<file path="src/rtl/cost_frame_ctrl.sv">
// Frame sequencer for a streaming cost datapath: primes the pipeline, runs the frame,
// flushes the latency with padded taps, and tracks the raster coordinate of each valid output.
module cost_frame_ctrl #(
  parameter int unsigned W           = 11,
  parameter int unsigned PRIME_ROWS  = 5,
  parameter int unsigned PRIME_EXTRA = 1
) (
  input  logic         sys_clk,
  input  logic         sys_rst,
  input  logic         start,
  input  logic         abort,
  input  logic [W-1:0] width,
  input  logic [W-1:0] height,
  input  logic         pix_valid,
  input  logic         ds_ready,
  output logic         clken,
  output logic         pad,
  output logic         out_valid,
  output logic [W-1:0] out_col,
  output logic [W-1:0] out_row,
  output logic         busy,
  output logic         frame_done,
  output logic         cfg_err
);

  localparam int unsigned CW = 2 * W + 3;

  typedef enum logic [2:0] {StIdle, StPrime, StRun, StFlush, StDone} state_e;

  state_e        state_q, state_d;
  logic [W-1:0]  width_q, width_d, height_q, height_d;
  logic [CW-1:0] in_cnt_q, in_cnt_d, out_cnt_q, out_cnt_d;
  logic [W-1:0]  col_q, col_d, row_q, row_d;
  logic [W-1:0]  last_col_q, last_col_d, last_row_q, last_row_d;
  logic          cfg_err_q, cfg_err_d;

  logic [CW-1:0] prime_len, total, in_cnt_inc, out_cnt_inc;
  logic          cfg_ok;

  assign prime_len   = CW'(PRIME_ROWS) * CW'(width_q) + CW'(PRIME_EXTRA);
  assign total       = CW'(width_q) * CW'(height_q);
  assign in_cnt_inc  = in_cnt_q + CW'(1);
  assign out_cnt_inc = out_cnt_q + CW'(1);
  assign cfg_ok      = (width >= W'(3)) && (height != '0);

  always_comb begin
    clken = 1'b0;
    unique case (state_q)
      StPrime, StRun: clken = pix_valid & ds_ready & ~abort;
      StFlush:        clken = ds_ready & ~abort;
      default:        clken = 1'b0;
    endcase
  end

  assign out_valid  = clken & ((state_q == StRun) | (state_q == StFlush));
  assign pad        = (state_q == StFlush);
  assign busy       = (state_q != StIdle);
  assign frame_done = (state_q == StDone);
  assign cfg_err    = cfg_err_q;
  // During a valid cycle show the pixel being emitted, otherwise hold the last one.
  assign out_col    = out_valid ? col_q : last_col_q;
  assign out_row    = out_valid ? row_q : last_row_q;

  always_comb begin
    state_d    = state_q;
    width_d    = width_q;
    height_d   = height_q;
    in_cnt_d   = in_cnt_q;
    out_cnt_d  = out_cnt_q;
    col_d      = col_q;
    row_d      = row_q;
    last_col_d = last_col_q;
    last_row_d = last_row_q;
    cfg_err_d  = 1'b0;

    if (abort) begin
      if (state_q != StIdle) begin
        state_d    = StIdle;
        in_cnt_d   = '0;
        out_cnt_d  = '0;
        col_d      = '0;
        row_d      = '0;
        last_col_d = '0;
        last_row_d = '0;
      end
    end else begin
      unique case (state_q)
        StIdle: begin
          if (start) begin
            if (cfg_ok) begin
              state_d   = StPrime;
              width_d   = width;
              height_d  = height;
              in_cnt_d  = '0;
              out_cnt_d = '0;
              col_d     = '0;
              row_d     = '0;
            end else begin
              cfg_err_d = 1'b1;
            end
          end
        end
        StPrime: begin
          if (clken) begin
            in_cnt_d = in_cnt_inc;
            // A frame no larger than the prime depth never reaches RUN.
            if (in_cnt_inc == total) begin
              state_d = StFlush;
            end else if (in_cnt_inc == prime_len) begin
              state_d = StRun;
            end
          end
        end
        StRun: begin
          if (clken) begin
            in_cnt_d = in_cnt_inc;
            if (in_cnt_inc == total) begin
              state_d = StFlush;
            end
          end
        end
        StFlush: begin
          if (out_valid && (out_cnt_inc == total)) begin
            state_d = StDone;
          end
        end
        StDone:  state_d = StIdle;
        default: state_d = StIdle;
      endcase

      if (out_valid) begin
        out_cnt_d  = out_cnt_inc;
        last_col_d = col_q;
        last_row_d = row_q;
        if (col_q == width_q - W'(1)) begin
          col_d = '0;
          row_d = row_q + W'(1);
        end else begin
          col_d = col_q + W'(1);
        end
      end
    end
  end

  always_ff @(posedge sys_clk or negedge sys_rst) begin
    if (!sys_rst) begin
      state_q    <= StIdle;
      width_q    <= '0;
      height_q   <= '0;
      in_cnt_q   <= '0;
      out_cnt_q  <= '0;
      col_q      <= '0;
      row_q      <= '0;
      last_col_q <= '0;
      last_row_q <= '0;
      cfg_err_q  <= 1'b0;
    end else begin
      state_q    <= state_d;
      width_q    <= width_d;
      height_q   <= height_d;
      in_cnt_q   <= in_cnt_d;
      out_cnt_q  <= out_cnt_d;
      col_q      <= col_d;
      row_q      <= row_d;
      last_col_q <= last_col_d;
      last_row_q <= last_row_d;
      cfg_err_q  <= cfg_err_d;
    end
  end

endmodule

</file>
<file path="config.mk">
export PLATFORM = sky130hd
export DESIGN_NAME = cost_frame_ctrl
export DESIGN_NICKNAME = d
export VERILOG_FILES = /design/src/rtl/cost_frame_ctrl.sv
export SDC_FILE = /design/constraint.sdc
export NUM_CORES = 1
export LEC_CHECK = 0
export CORE_UTILIZATION = 60
export DETAILED_ROUTE_END_ITERATION = 8
export PLACE_DENSITY = 0.88
export SLEW_MARGIN = 5
export SYNTH_ARGS = -nofsm -noshare
export SYNTH_HDL_FRONTEND = slang
export SYNTH_SLANG_ARGS = --single-unit
</file>
<file path="constraint.sdc">
create_clock -name sys_clk -period 17.6 [get_ports sys_clk]
set_clock_uncertainty 0.2 [all_clocks]
set_input_delay 5.28 -clock sys_clk [delete_from_list [all_inputs] [get_ports sys_clk]]
set_output_delay 5.28 -clock sys_clk [all_outputs]
set_load 0.02 [all_outputs]
</file>
# Word level (Yosys, flattened, before mapping)
# Cells that the tools add are included.
# totals
register_bits	120
in_bits	28
# classes
addsub	6
n_mul	2
order_cmp	1
n_eq_ne	17
n_mux	42
n_bitwise	6
reduce_logical	14
# op_table
operator	count
two-way mux 25 bit	8
two-way mux 11 bit	17
adder 25 x 1 -> 25 bit (second input constant)	2
equality test 25 x 22 -> 1 bit	2
one-hot mux 25 bit (2 select lines)	1
two-way mux 3 bit	10
equality test 25 x 15 -> 1 bit	1
adder 11 x 1 -> 11 bit (second input constant)	2
multiplier 11 x 11 -> 22 bit	1
adder 14 x 1 -> 15 bit (second input constant)	1
nonzero test 3 bit	5
multiplier 3 x 11 -> 14 bit (first input constant)	1
inequality test 3 bit (second input constant)	4
one-hot mux 3 bit (4 select lines)	1
equality test 11 bit	1
>= comparator 11 x 2 -> 1 bit (second input constant)	1
nonzero test 11 bit	1
subtractor 11 x 1 -> 11 bit (second input constant)	1
AND reduction 4 bit	2
AND reduction 8 bit	1
equality test 3 x 2 -> 1 bit (second input constant)	2
inequality test 3 x 2 -> 1 bit (second input constant)	2
AND reduction 5 bit	1
AND 1 bit	4
other kinds (12)	16

# Depth between registers and ports, before layout
# depth
ltp_word	8
mapped_depth	25
mapped_depth_nobuf	22

# Least setup slack after synthesis
# No wires, ideal clock.
# synth_path
path_type	input -> output
start	input abort
end	output out_col[6]
arrival_time_ns	6.763
t_required_ns	12.120
path_slack_ns	5.357
stages	8
path_buffers	3
cell_sequence	nor2_1 o2111ai_1 clkbuf_1 inv_1 clkbuf_1 buf_1 nand2_1 nand2_1
# synth_via
elab_chain_cells	5
word_cells_on_any_way	6
classes_between	2 x mux; 4 x bitwise
# synth_lines
item	line_no	source
from (decl)	11	input logic abort,
NOT 1 bit (no source line) *	-	
AND 1 bit, on equally long branches	50, 49	
one-hot mux 1 bit (2 select lines) *	48	unique case (state_q)
AND 1 bit *	55	assign out_valid = clken & ((state_q == StRun) | (state_q == StFlush));
two-way mux 11 bit *	-	
to (decl)	19	output logic [W-1:0] out_col,
# Mark *: on every way between the ends. The rest lies on a longest branch, timed or not.

# Worst setup path in the final report
# layout_path
start	input abort
end	output out_col[4]
# The elaborated chain is that of the path after synthesis.

==> flow_summary.toml <==
[run_status]
status = "finished clean"

[clocking]
path_clk_slew_ps = 60
cts_buffers = 17
h-tree-depth = 4
cts-root-buf = "clkbuf_16"
cts-resized-gates = 0
cts_tree = "yes"
cts_hold_buf = 0
clkSinkCount = 120
cts_setup_buffers = 0
insertion_delay_ps = 440
clk_path_buf_depth = 2

[logic_synthesis]
synth_top_cell_area_share_pct = 24.0
async_flop_share_pct = 100
ys_types = 73
synth_top_area_cell = "dfrtp_1"
synthFlopType = "dfrtp_1"
syn_nets = 1700
ys_top_cells_by_area = "dfrtp_1, fa_1, ha_1"
synth_edf_count = 0
syn_area_mm2 = 0.0125
ys_seq_elements = 120
ys_seq_area_share_pct = 24.0
syn_area_per_cell_um2 = 8.29
yosys_warnings = 0
synthCells = 1507

[critical_path]
reg2reg_from = "width_q[3]"
crit_top_cell = "buf_4"
cp-end-kind = "output pin"
slowest_delay_ps = 560
slowest_stage = "clkdlybuf4s50_1"
cp_top_family = "buffers and inverters"
required_ps = 12120
crit_arrival_ps = 8400
worstPathCellList = "buf_2 > buf_4 > nor2_1 > o2111ai_4 > buf_4 > inv_1 > buf_4 > nand2_1 > nand2_1 > clkdlybuf4s50_1"
cp_max_fo = 74
worst-path-buf-inv = 6
critical_path_class = "in2out"
crit_start = "abort"
cp-start-kind = "primary input"

[die]
rows = 52
dieHeight_um = 146
ioPinCount = 56
initial_core_util_pct = 61.5
dieArea_mm2 = 0.0214
coreArea_mm2 = 0.0203
die_w_um = 146

[final_layout]
fin_cells = 1791
fin_nets = 1701
diodes = 0
nFillCells = 1537
final_util_pct = 67.7
synthToLayoutAreaGrowth_pct = 9.98
drive_gt1_share_pct = 6.44

[timing]
relSlewSlack_pct = 21.3
finalHoldViolCount = 0
fmax_ghz = 0.0720
finalSetupViolCount = 0
min_period_ps = 13880
rsz0062_at_grt = "no"
finalSetupTns_ps = 0
worstMarginPinSlew_ps = 1180
fin_hold_ws_ps = 324
slew_violations = 0
period_share_pct = 78.9

[grt]
grt_usage_pct = 31.3
overflow = 0
antenna_found_initial = 0
grt_max_degree = 85
grt_pass1_vias = 10800
grt_pass1_wl_um = 53400

[placed_design]
place.gp.congestion = 0.967
hpwl_um = 23200
io_buffers = 55
place_inst = 1759

[detailed_routing]
wl_um = 32400
via_per_inst = 6.23
vias = 11200
drtIter0Drc = 960
ant_nets = 0
drtPass1Iterations = 5
drc = 0
routedWlPerCell_um = 18.1

[hold_path]
hold_start = "out_cnt_q[24]"
worstHoldPathType = "reg2reg"

[job]
maxCapViolations = 0
-- final timing paths --
path	endpoint	slack [ps]	depth (start not counted)
setup / recovery	out_col[4]	3720	10
hold / removal	out_cnt_q[24]	320	1
setup reg to reg	state_q[1]	9770	19
hold reg to reg	out_cnt_q[24]	320	1
max in group asynchronous	width_q[3]	11170	2
min in group asynchronous	out_cnt_q[24]	4610	1
-- layer usage --
metal / GRT usage, % / vias up / share of wire, %
li1: - / 5135 / -
met4: 14.5 / 0 / 3.5
met2: 51.5 / 513 / 48
met5: 0 / - / 0
met1: 40.1 / 5404 / 40
met3: 5.56 / 104 / 8.1
-- layout make-up --
type                       count  area (um^2)  area share (%)
clock buffer                  18          439            3.20
clock inverter                14          139            1.01
inverter                     103          387            2.81
multi-input combinational   1201         8810            64.2
sequential                   120         3000            21.9
tap                          270          338            2.46
timing repair buffer          65          618            4.50
-- cell families after synthesis --
kind of cell	share of synthesized area, %
AOI/OAI and AO/OA	14.0
xor gates and xnor gates	9.58
adders and majority gates	21.3
buffers and inverters	5.66
DFF	24.0
muxes	2.71
and+or+nand+nor	22.7
-- synthesized netlist by cell type, drive strengths merged, types with 23 or more instances --
cell and instances:
and3 31, nor2 106, xnor2 83, nor3 24, nand3 51, nand2 253
a21oi 76, o31ai 24, ha 85, mux2 23, clkbuf 67, fa 80
dfrtp 120, xor2 38, inv 103, and2 51, o21ai 105
-- worst register-to-register path: stages, from the launching register on --
cell	delay, ps
dfrtp_1	920
nand2_1	170
fa_1	520
fa_1	540
fa_1	520
fa_1	520
fa_1	560
inv_1	70
ha_1	430
a211oi_2	270
o21bai_1	150
a31oi_1	180
a21boi_0	770
xnor2_1	200
xnor2_1	160
or4_1	510
nor4b_2	470
o21ai_1	110
a22o_1	270
mux2i_1	140
-- layout by cell type (no fill, tap or decap), types with 8 or more instances in the layout --
cell type | Yosys | routed
nand2_1 | 251 | 251
buf_4 | 0 | 11
nor2_1 | 106 | 106
o21ai_0 | 101 | 101
nand4_1 | 15 | 15
fa_1 | 80 | 80
nor3_1 | 21 | 20
clkdlybuf4s50_1 | 0 | 53
o31ai_1 | 24 | 24
ha_1 | 85 | 85
and2_1 | 51 | 51
xnor2_1 | 83 | 83
mux2i_1 | 8 | 8
nand3_1 | 51 | 51
and3_1 | 30 | 30
a21oi_1 | 75 | 75
nor4_1 | 13 | 12
dfrtp_1 | 120 | 120
clkbuf_16 | 0 | 17
xor2_1 | 38 | 38
mux2_2 | 23 | 23
a31oi_1 | 9 | 9
inv_1 | 103 | 103
nor2b_1 | 11 | 11
-- registers in the layout, indices dropped and copies added (netlist names) --
signal      count
in_cnt_q       25
height_q       11
state_q         3
row_q          11
last_row_q     11
last_col_q     11
width_q        11
col_q          11
out_cnt_q      25
cfg_err         1
-- metrics by stage --
stage | setup WS (ps) | cell area (um^2)
final | 3720 | 13700
after global placement | 3900 | 13200
after global routing | 3450 | 13700
after floorplan | 5360 | 12500
after detailed placement | 3770 | 13200
after CTS | 3770 | 13700
Power is not shown: default switching activity piles up to over one toggle a cycle in this logic, so the estimate is an artifact.
